[config.mk]
export PLATFORM = sky130hd
export DESIGN_NAME = down_timer
export DESIGN_NICKNAME = d
export VERILOG_FILES = /design/src/rtl/down_timer_pkg.sv /design/src/rtl/timer_prescaler.sv /design/src/rtl/down_timer.sv
export SDC_FILE = /design/constraint.sdc
export NUM_CORES = 1
export LEC_CHECK = 0
export BUFFER_PORTS_ARGS = -buffer_cell sky130_fd_sc_hd__buf_4
export CORE_ASPECT_RATIO = 1.2
export CORE_MARGIN = 2
export CORE_UTILIZATION = 40
export DETAILED_ROUTE_END_ITERATION = 10
export SYNTH_ARGS = -nofsm -noshare
export SYNTH_HDL_FRONTEND = slang
export SYNTH_SLANG_ARGS = --single-unit
[constraint.sdc]
create_clock -name clk -period 3.7 [get_ports clk]
set_clock_uncertainty 0.2 [all_clocks]
set_input_delay 1.11 -clock clk [delete_from_list [all_inputs] [get_ports clk]]
set_output_delay 1.11 -clock clk [all_outputs]
set_load 0.02 [all_outputs]
[src/rtl/down_timer_pkg.sv]
// Shared definitions for the down_timer block: FSM state encoding and width.
package down_timer_pkg;

    localparam int TIMER_STATE_W = 1;

    typedef enum logic [TIMER_STATE_W-1:0] {
        TS_IDLE = 1'b0,
        TS_RUN  = 1'b1
    } timer_state_e;

    localparam logic [TIMER_STATE_W-1:0] ST_IDLE = TS_IDLE;
    localparam logic [TIMER_STATE_W-1:0] ST_RUN  = TS_RUN;

endpackage

[src/rtl/timer_prescaler.sv]
// Prescaler for down_timer: counts enabled cycles and flags a tick when the
// count matches the divisor, clearing itself on that tick.
module timer_prescaler #(
    parameter int PRE_WIDTH = 4
) (
    input  logic                 clk,
    input  logic                 rst,
    input  logic                 i_clr,
    input  logic                 i_en,
    input  logic [PRE_WIDTH-1:0] i_div,
    output logic                 o_tick
);

    logic [PRE_WIDTH-1:0] r_cnt;
    logic                 w_tick;

    assign w_tick = i_en && (r_cnt == i_div);
    assign o_tick = w_tick;

    always_ff @(posedge clk or posedge rst) begin
        if (rst) begin
            r_cnt <= '0;
        end else if (i_clr || w_tick) begin
            r_cnt <= '0;
        end else if (i_en) begin
            r_cnt <= r_cnt + 1'b1;
        end
    end

endmodule

[src/rtl/down_timer.sv]
// Loadable down-counting timer with prescaler, start/stop, optional
// auto-reload and a one-cycle terminal-count pulse.
module down_timer
    import down_timer_pkg::*;
#(
    parameter int WIDTH     = 8,
    parameter int PRE_WIDTH = 4
) (
    input  logic                 clk,
    input  logic                 rst,
    input  logic                 i_cen,
    input  logic                 i_wen,
    input  logic [WIDTH-1:0]     i_dat,
    input  logic [PRE_WIDTH-1:0] i_pre,
    input  logic                 i_auto,
    input  logic                 i_start,
    input  logic                 i_stop,
    output logic [WIDTH-1:0]     o_cnt,
    output logic                 o_busy,
    output logic                 o_done
);

    localparam logic [WIDTH-1:0] ONE = WIDTH'(1);

    logic [TIMER_STATE_W-1:0] r_state;
    logic [WIDTH-1:0]         r_reload;
    logic [WIDTH-1:0]         r_cnt;
    logic [PRE_WIDTH-1:0]     r_pre;
    logic                     r_auto;
    logic                     r_done;

    logic w_run;
    logic w_ps_en;
    logic w_ps_clr;
    logic w_tick;

    assign w_run = (r_state == ST_RUN);
    // stop and start both pre-empt the tick, so the prescaler must not advance
    assign w_ps_en  = w_run && i_cen && !i_stop && !i_start;
    assign w_ps_clr = i_start && !i_stop;

    timer_prescaler #(
        .PRE_WIDTH(PRE_WIDTH)
    ) u_prescaler (
        .clk    (clk),
        .rst    (rst),
        .i_clr  (w_ps_clr),
        .i_en   (w_ps_en),
        .i_div  (r_pre),
        .o_tick (w_tick)
    );

    always_ff @(posedge clk or posedge rst) begin
        if (rst) begin
            r_state  <= ST_IDLE;
            r_reload <= '0;
            r_cnt    <= '0;
            r_pre    <= '0;
            r_auto   <= 1'b0;
            r_done   <= 1'b0;
        end else begin
            r_done <= 1'b0;
            if (i_wen) begin
                r_reload <= i_dat;
            end

            if (!i_stop && i_start) begin
                // start from either state; a zero reload finishes immediately
                r_pre  <= i_pre;
                r_auto <= i_auto;
                r_cnt  <= r_reload;
                if (r_reload == '0) begin
                    r_state <= ST_IDLE;
                    r_done  <= 1'b1;
                end else begin
                    r_state <= ST_RUN;
                end
            end else if (!w_run) begin
                if (!i_stop && i_wen) begin
                    r_cnt <= i_dat;
                end
            end else if (i_stop) begin
                r_state <= ST_IDLE;
            end else if (w_tick) begin
                if (r_cnt > ONE) begin
                    r_cnt <= r_cnt - ONE;
                end else if (r_cnt == ONE) begin
                    r_cnt  <= '0;
                    r_done <= 1'b1;
                    if (!r_auto) begin
                        r_state <= ST_IDLE;
                    end
                end else begin
                    // cnt already 0 in auto mode: this tick is the reload tick
                    r_cnt <= r_reload;
                    r_pre <= i_pre;
                    if (r_reload == '0) begin
                        r_state <= ST_IDLE;
                    end
                end
            end
        end
    end

    assign o_cnt  = r_cnt;
    assign o_busy = w_run;
    assign o_done = r_done;

endmodule

==> results of run 1 <==
[cells in the final DEF, fill, tap and decap left out, types with 4 or more instances in the layout]
cell	count
buf_4	29
dfrtp_1	27
mux2_2	15
nand2_1	11
nor2_1	9
a21oi_1	7
o21ai_0	7
xor2_1	6
nor2b_1	5
nor3_1	5
inv_1	4
[cell families after synthesis]
logic type,count (synthesis),share of synthesized area
compound gates,35,0.179
xor+xnor,7,0.0400
fa+ha+maj,3,0.0245
buf+inv,8,0.0196
flops,27,0.441
mux,17,0.123
simple gates,48,0.173
[state kept, by name, indices dropped and copies added, names as in the netlist]
name,flops
r_pre,4
r_auto,1
u_prescaler.r_cnt,4
o_done,1
r_reload,8
o_busy,1
o_cnt,8
[routing by layer]
metal | GRT usage | part of all wire | up-vias
met2 | 0.287 | 0.51 | 30
met5 | 0 | 0 | -
met1 | 0.224 | 0.44 | 629
li1 | - | - | 598
met4 | 0.0507 | 0.012 | 0
met3 | 0.0235 | 0.039 | 5
[power groups by stage]
| stage | sequential [W] | combinational, W | clock [W] |
|---|---|---|---|
| 6_report | 0.000396 | 0.000239 | 0.000173 |
| 3_5_place_dp | 0.000401 | 0.000238 | 0 |
| 3_3_place_gp | 0.000400 | 0.000236 | 0 |
| 5_1_grt | 0.000404 | 0.000261 | 0.000191 |
| 2_1_floorplan | 0.000409 | 0.000141 | 0 |
| 4_1_cts | 0.000395 | 0.000239 | 0.000180 |
[cell usage after synthesis (4+ instances only)]
cell	instances
a21oi_1	7
clkbuf_1	4
dfrtp_1	27
inv_1	4
mux2_2	15
nand2_1	11
nor2_1	9
nor2b_1	5
nor3_1	5
o21ai_0	7
xor2_1	6
[through the flow]
step           power, W  instances   util  cell area (sq um)  worst slack, ns
2_1_floorplan  0.000550        145      -               1530            0.939
4_1_cts        0.000814        226  0.505               1850            0.915
5_1_grt        0.000855        226  0.505               1850            0.812
6_report       0.000809        226  0.505               1850            0.885
3_3_place_gp   0.000637        222  0.491               1800            0.716
3_5_place_dp   0.000639        222  0.491               1800            0.611
[worst max path at each step]
| stage | to | slack [ns] |
|---|---|---|
| after detailed placement | o_cnt[6] | 0.61 |
| final | o_cnt[6] | 0.89 |
| after global routing | o_cnt[6] | 0.81 |
| after CTS | o_cnt[6] | 0.92 |
| after floorplan | o_cnt[7] | 0.94 |
| after global placement | o_cnt[6] | 0.72 |
[cell type report]
type	instances	area, sq um	share of cell area
Sequential cell	27	676	0.365
Clock inverter	1	7.51	0.00406
Inverter	4	15.0	0.00812
Timing Repair Buffer	29	218	0.118
Multi-Input combinational cell	110	827	0.447
Clock buffer	3	41.3	0.0223
Tap cell	52	65.1	0.0352
==> summary.md, run 1 <==
| Metric | Value |
|---|---|
| Outcome | `finished clean` |
| RSZ-0062 raised after global routing | `no` |
| F_max | `0.355 GHz` |
| Hold Crit Depth | `1` |
| Site Rows | `24` |
| Stages on the worst setup path | `6` |
| Synth Flop Type | `dfrtp_1` |
| Post-layout nets | `197` |
| CP Capture Type | `register` |
| Crit. Startpoint | `i_stop` |
| Reg2Reg Depth | `4` |
| Iter 0 DRT Violations | `39` |
| Initial Util | `0.418` |
| Die Y | `71.8 um` |
| Yosys top cell area share | `0.441` |
| Flops & latches, synth | `27` |
| Post-CTS Resized | `0` |
| First-pass GRT wire length | `5.59 mm` |
| Longest Clk Path Bufs | `2` |
| Largest delay share family, worst path | `simple AND/OR/NAND/NOR gates` |
| TritonRoute pass-1 iters | `4` |
| Largest net degree at the start of global routing | `28` |
| GPL Wtd Cong | `0.819` |
| Worst-Margin Slew | `0.765 ns` |
| Critical R2R Capture | `r_pre[0]` |
| Cell accounting for the most synthesized area | `dfrtp_1` |
| Post-synth EDFFs | `0` |
| CP Class | `in -> reg` |
| Die area | `0.00435 sq mm` |
| CTS tree | `yes` |
| Hpwl dp | `2.56 mm` |
| HP Start | `r_auto` |
| # hold bufs at CTS | `0` |
| Hold Path Sink | `r_auto` |
| Psw | `0.000276 W` |
| CP required | `3.72 ns` |
| Reg2reg start | `o_cnt[5]` |
| Flop pwr share | `0.490` |
| Clk root buf | `clkbuf_8` |
| GRT Util Overall | `0.170` |
| CTS clk-pin slew, worst paths | `0.10 ns` |
| Comb power frac | `0.296` |
| Relative slew margins | `0.488` |
| Synth Warn # | `0` |
| Hold Path Class | `reg -> reg` |
| Seq/Total Area, Yosys | `0.441` |
| CP Cell Sequence | `buf_4 > nand2b_1 > nand2_1 > or2_2 > o311ai_0 > a22o_1` |
| Total grt overflow | `0` |
| Finish-stage setup viols | `0` |
| PwrDens | `437 mW/mm^2` |
| Port buffer count | `28` |
| Core ar. | `0.00366 sq mm` |
| Die width | `60.5 um` |
| Synthesis-to-finish area growth | `20.7%` |
| Flop2flop setup slack | `1.07 ns` |
| Cells after Synth | `145` |
| # fillers | `363` |
| DR vias | `1262` |
| Clock share of power | `0.215` |
| Drc violations | `0` |
| Mapped cell area | `0.00153 sq mm` |
| Min Hold Slack | `0.319 ns` |
| Wire per inst | `15.3 um` |
| Overall routed net length | `3.47 mm` |
| Fin. max-slew vios | `0` |
| Setup TNS | `0 ns` |
| CP max stage delay | `0.47 ns` |
| DR vias/cell | `5.58` |
| Fin. Hold Viols | `0` |
| Worst EP arrival | `2.84 ns` |
| Max cap viols | `0` |
| Asr flop ratio synth | `1.00` |
| P_int | `0.000533 W` |
| CP Launch Type | `input port` |
| Pleak | `0.811 nW` |
| Post-route clock period utilization | `0.761` |
| Yosys cell types | `40` |
| Slowest CP cell | `nand2b_1` |
| Worst skew pair latency | `0.28 ns` |
| Layout cells sized above 1 | `0.316` |
| IO Count | `29` |
| CP bufs+invs | `1` |
| Setup bufs post-CTS | `0` |
| H-tree Lvls | `1` |
| CTS sink cnt | `27` |
| Antenna fix cells | `0` |
| Syn avg cell area | `10.6 sq um` |
| Initial antenna violation count | `0` |
| Post-route minimum period | `2.81 ns` |
| Post-Syn Nets | `167` |
| VDD IR-drop max | `0.200 mV` |
| Crit Path Max Fanout | `11` |
| Remaining antenna violation count | `0` |
| Sw Ratio | `0.341` |
| Largest cells by area after synthesis | `dfrtp_1 44%, mux2_2 11%, xor2_1 3.4%, nand2_1 2.7%, ha_1 2.4%` |
| CTS Buf Count | `3` |
| Vias in the first global route | `1214` |
(Power assumes the default switching activity.)
==> run 2, diff against run 1 <==
- clock period: 3.7 -> 2.51 ns (I/O delays scaled with it)
==> summary.md, run 2 (synthesis gave the netlist of run 1 again) <==
| Metric | Value |
|---|---|
| Iter 0 DRT Violations | `40 (+2.6%)` |
| Post-CTS Resized | `0 (unchanged)` |
| H-tree Lvls | `1 (unchanged)` |
| Outcome | `finished clean` |
| First-pass GRT wire length | `6.02 mm (+7.6%)` |
| CP Launch Type | `register` |
| VDD IR-drop max | `0.295 mV (+48%)` |
| Final setup margin | `0.140 ns (-0.745 ns)` |
| Die width | `60.5 um (unchanged)` |
| CTS Buf Count | `3 (unchanged)` |
| IO Count | `29 (unchanged)` |
| Pre-CTS setup slack | `0.113 ns (-0.498 ns)` |
| Hpwl dp | `2.70 mm (+5.6%)` |
| Worst EP arrival | `2.34 ns (-0.50 ns)` |
| DR vias/cell | `5.43 (-2.7%)` |
| Post-layout util | `0.525 (+0.0205)` |
| Port buffer count | `28 (unchanged)` |
| Remaining antenna violation count | `0 (unchanged)` |
| Reg2Reg Depth | `4 (unchanged)` |
| Worst-Margin Slew | `0.413 ns (-0.352 ns)` |
| Vias in the first global route | `1309 (+7.8%)` |
| CP bufs+invs | `0 (-1)` |
| Post-Layout Inst Area | `0.00192 sq mm (+4.1%)` |
| Clk root buf | `clkbuf_8` |
| Setup bufs post-CTS | `0 (unchanged)` |
| Relative slew margins | `0.722 (+0.234)` |
| Hold Path Class | `reg -> reg` |
| Setup TNS | `0 ns (unchanged)` |
| Longest Clk Path Bufs | `2 (unchanged)` |
| CTS sink cnt | `27 (unchanged)` |
| CP required | `2.48 ns (-1.24 ns)` |
| Synthesis-to-finish area growth | `25.6%` |
| # hold bufs at CTS | `0 (unchanged)` |
| RSZ-0062 raised after global routing | `no` |
| Grt met3 use | `0.0217 (-0.00181)` |
| F_max | `0.422 GHz` |
| CP Class | `reg -> reg` |
| Initial Util | `0.418 (unchanged)` |
| GPL Wtd Cong | `0.817 (-0.21%)` |
| Met1 usage | `0.239 (+0.0148)` |
| Antenna fix cells | `0 (unchanged)` |
| Largest delay share family, worst path | `compound AO/OA/AOI/OAI gates` |
| Non-Filler Instances | `236 (+4.4%)` |
| Wire per inst | `14.8 um (-3.6%)` |
| Finish-stage setup viols | `0 (unchanged)` |
| CTS tree | `yes` |
| Die Y | `71.8 um (unchanged)` |
| Fin. max-slew vios | `0 (unchanged)` |
| Layout cells sized above 1 | `0.353 (+0.0372)` |
| Fin. Hold Viols | `0 (unchanged)` |
| Hold Crit Depth | `1 (unchanged)` |
| Worst skew pair latency | `0.27 ns (about the same)` |
| Die area | `0.00435 sq mm (unchanged)` |
| Stages on the worst setup path | `4 (-2)` |
| Drc violations | `0 (unchanged)` |
| Post-layout nets | `207 (+5.1%)` |
| Post-route clock period utilization | `0.944` |
| Largest net degree at the start of global routing | `28 (unchanged)` |
| Initial antenna violation count | `0 (unchanged)` |
| PwrDens | `632 mW/mm^2 (+44%)` |
| DR vias | `1282 (+1.6%)` |
| CP Capture Type | `register` |
| Dpl cell area | `0.00188 sq mm (+4.2%)` |
| Dpl cells | `232 (+4.5%)` |
| Total grt overflow | `0 (unchanged)` |
| Max cap viols | `0 (unchanged)` |
| CP Cell Sequence | `or4_4 > o41ai_4 > a21boi_4 > mux2_2` |
| Pleak | `0.859 nW (+5.9%)` |
| CP max stage delay | `0.61 ns (+0.14 ns)` |
| Overall routed net length | `3.49 mm (+0.66%)` |
| Top Usage Layer GRT | `met2` |
| Most common cell after layout, fill and taps aside | `buf_4` |
| Post-route minimum period | `2.37 ns` |
| Crit Path Max Fanout | `6 (-5)` |
| Commonest non-fill, non-tap cells in the layout | `39 x buf_4, 27 x dfrtp_1, 15 x mux2_2, 11 x nand2_1, 9 x nor2_1` |
| Met2 global-route usage | `0.302 (+0.0145)` |
| TritonRoute pass-1 iters | `4 (unchanged)` |
| Site Rows | `24 (unchanged)` |
| Core ar. | `0.00366 sq mm (unchanged)` |
| GRT Util Overall | `0.178 (+0.00781)` |
| Slowest CP cell | `or4_4` |
| CTS clk-pin slew, worst paths | `0.10 ns (about the same)` |
## run 2: worst paths after layout
kind / slack [ns] / from / endpoint
max reg2reg: 0.14 / o_cnt[5] / r_pre[0]
max in group asynchronous: 1.53 / rst / o_cnt[0]
min reg2reg: 0.32 / r_auto / r_auto
max: 0.14 / o_cnt[5] / r_pre[0]
min: 0.32 / r_auto / r_auto
min in group asynchronous: 0.33 / rst / r_reload[5]
## run 2: layout make-up
cell class	count	area [sq um]
Fill cell	355	1740
Clock buffer	3	41.3
Multi-Input combinational cell	110	827
Sequential cell	27	676
Tap cell	52	65.1
Inverter	4	15.0
Clock inverter	1	7.51
Timing Repair Buffer	39	293
## run 2: stage by stage
stage / hold slack [ns] / power [W]
4_1_cts: 0.320 / 0.00123
6_report: 0.317 / 0.00122
3_3_place_gp: 0.298 / 0.000963
2_1_floorplan: 0.280 / 0.000810
3_5_place_dp: 0.298 / 0.000968
5_1_grt: 0.356 / 0.00130
## run 2: where the power goes
group	leakage, nW	switching, W	internal [W]
registers	0.330	0.0000794	0.000499
clock network	0.0217	0.000143	0.000113
logic	0.507	0.000189	0.000193
## run 2: worst register-to-register path, stage by stage, from the launching register on
cell and delay (ns):
dfrtp_1 0.45, or4_4 0.61, o41ai_4 0.35, a21boi_4 0.30, mux2_2 0.35
## run 2: per-layer routing
layer	up-vias	wire length, um	part of all wire
met4	0	12	0.0034
met5	-	0	0
met2	30	1750	0.50
li1	620	-	-
met1	630	1630	0.47
met3	2	95	0.027
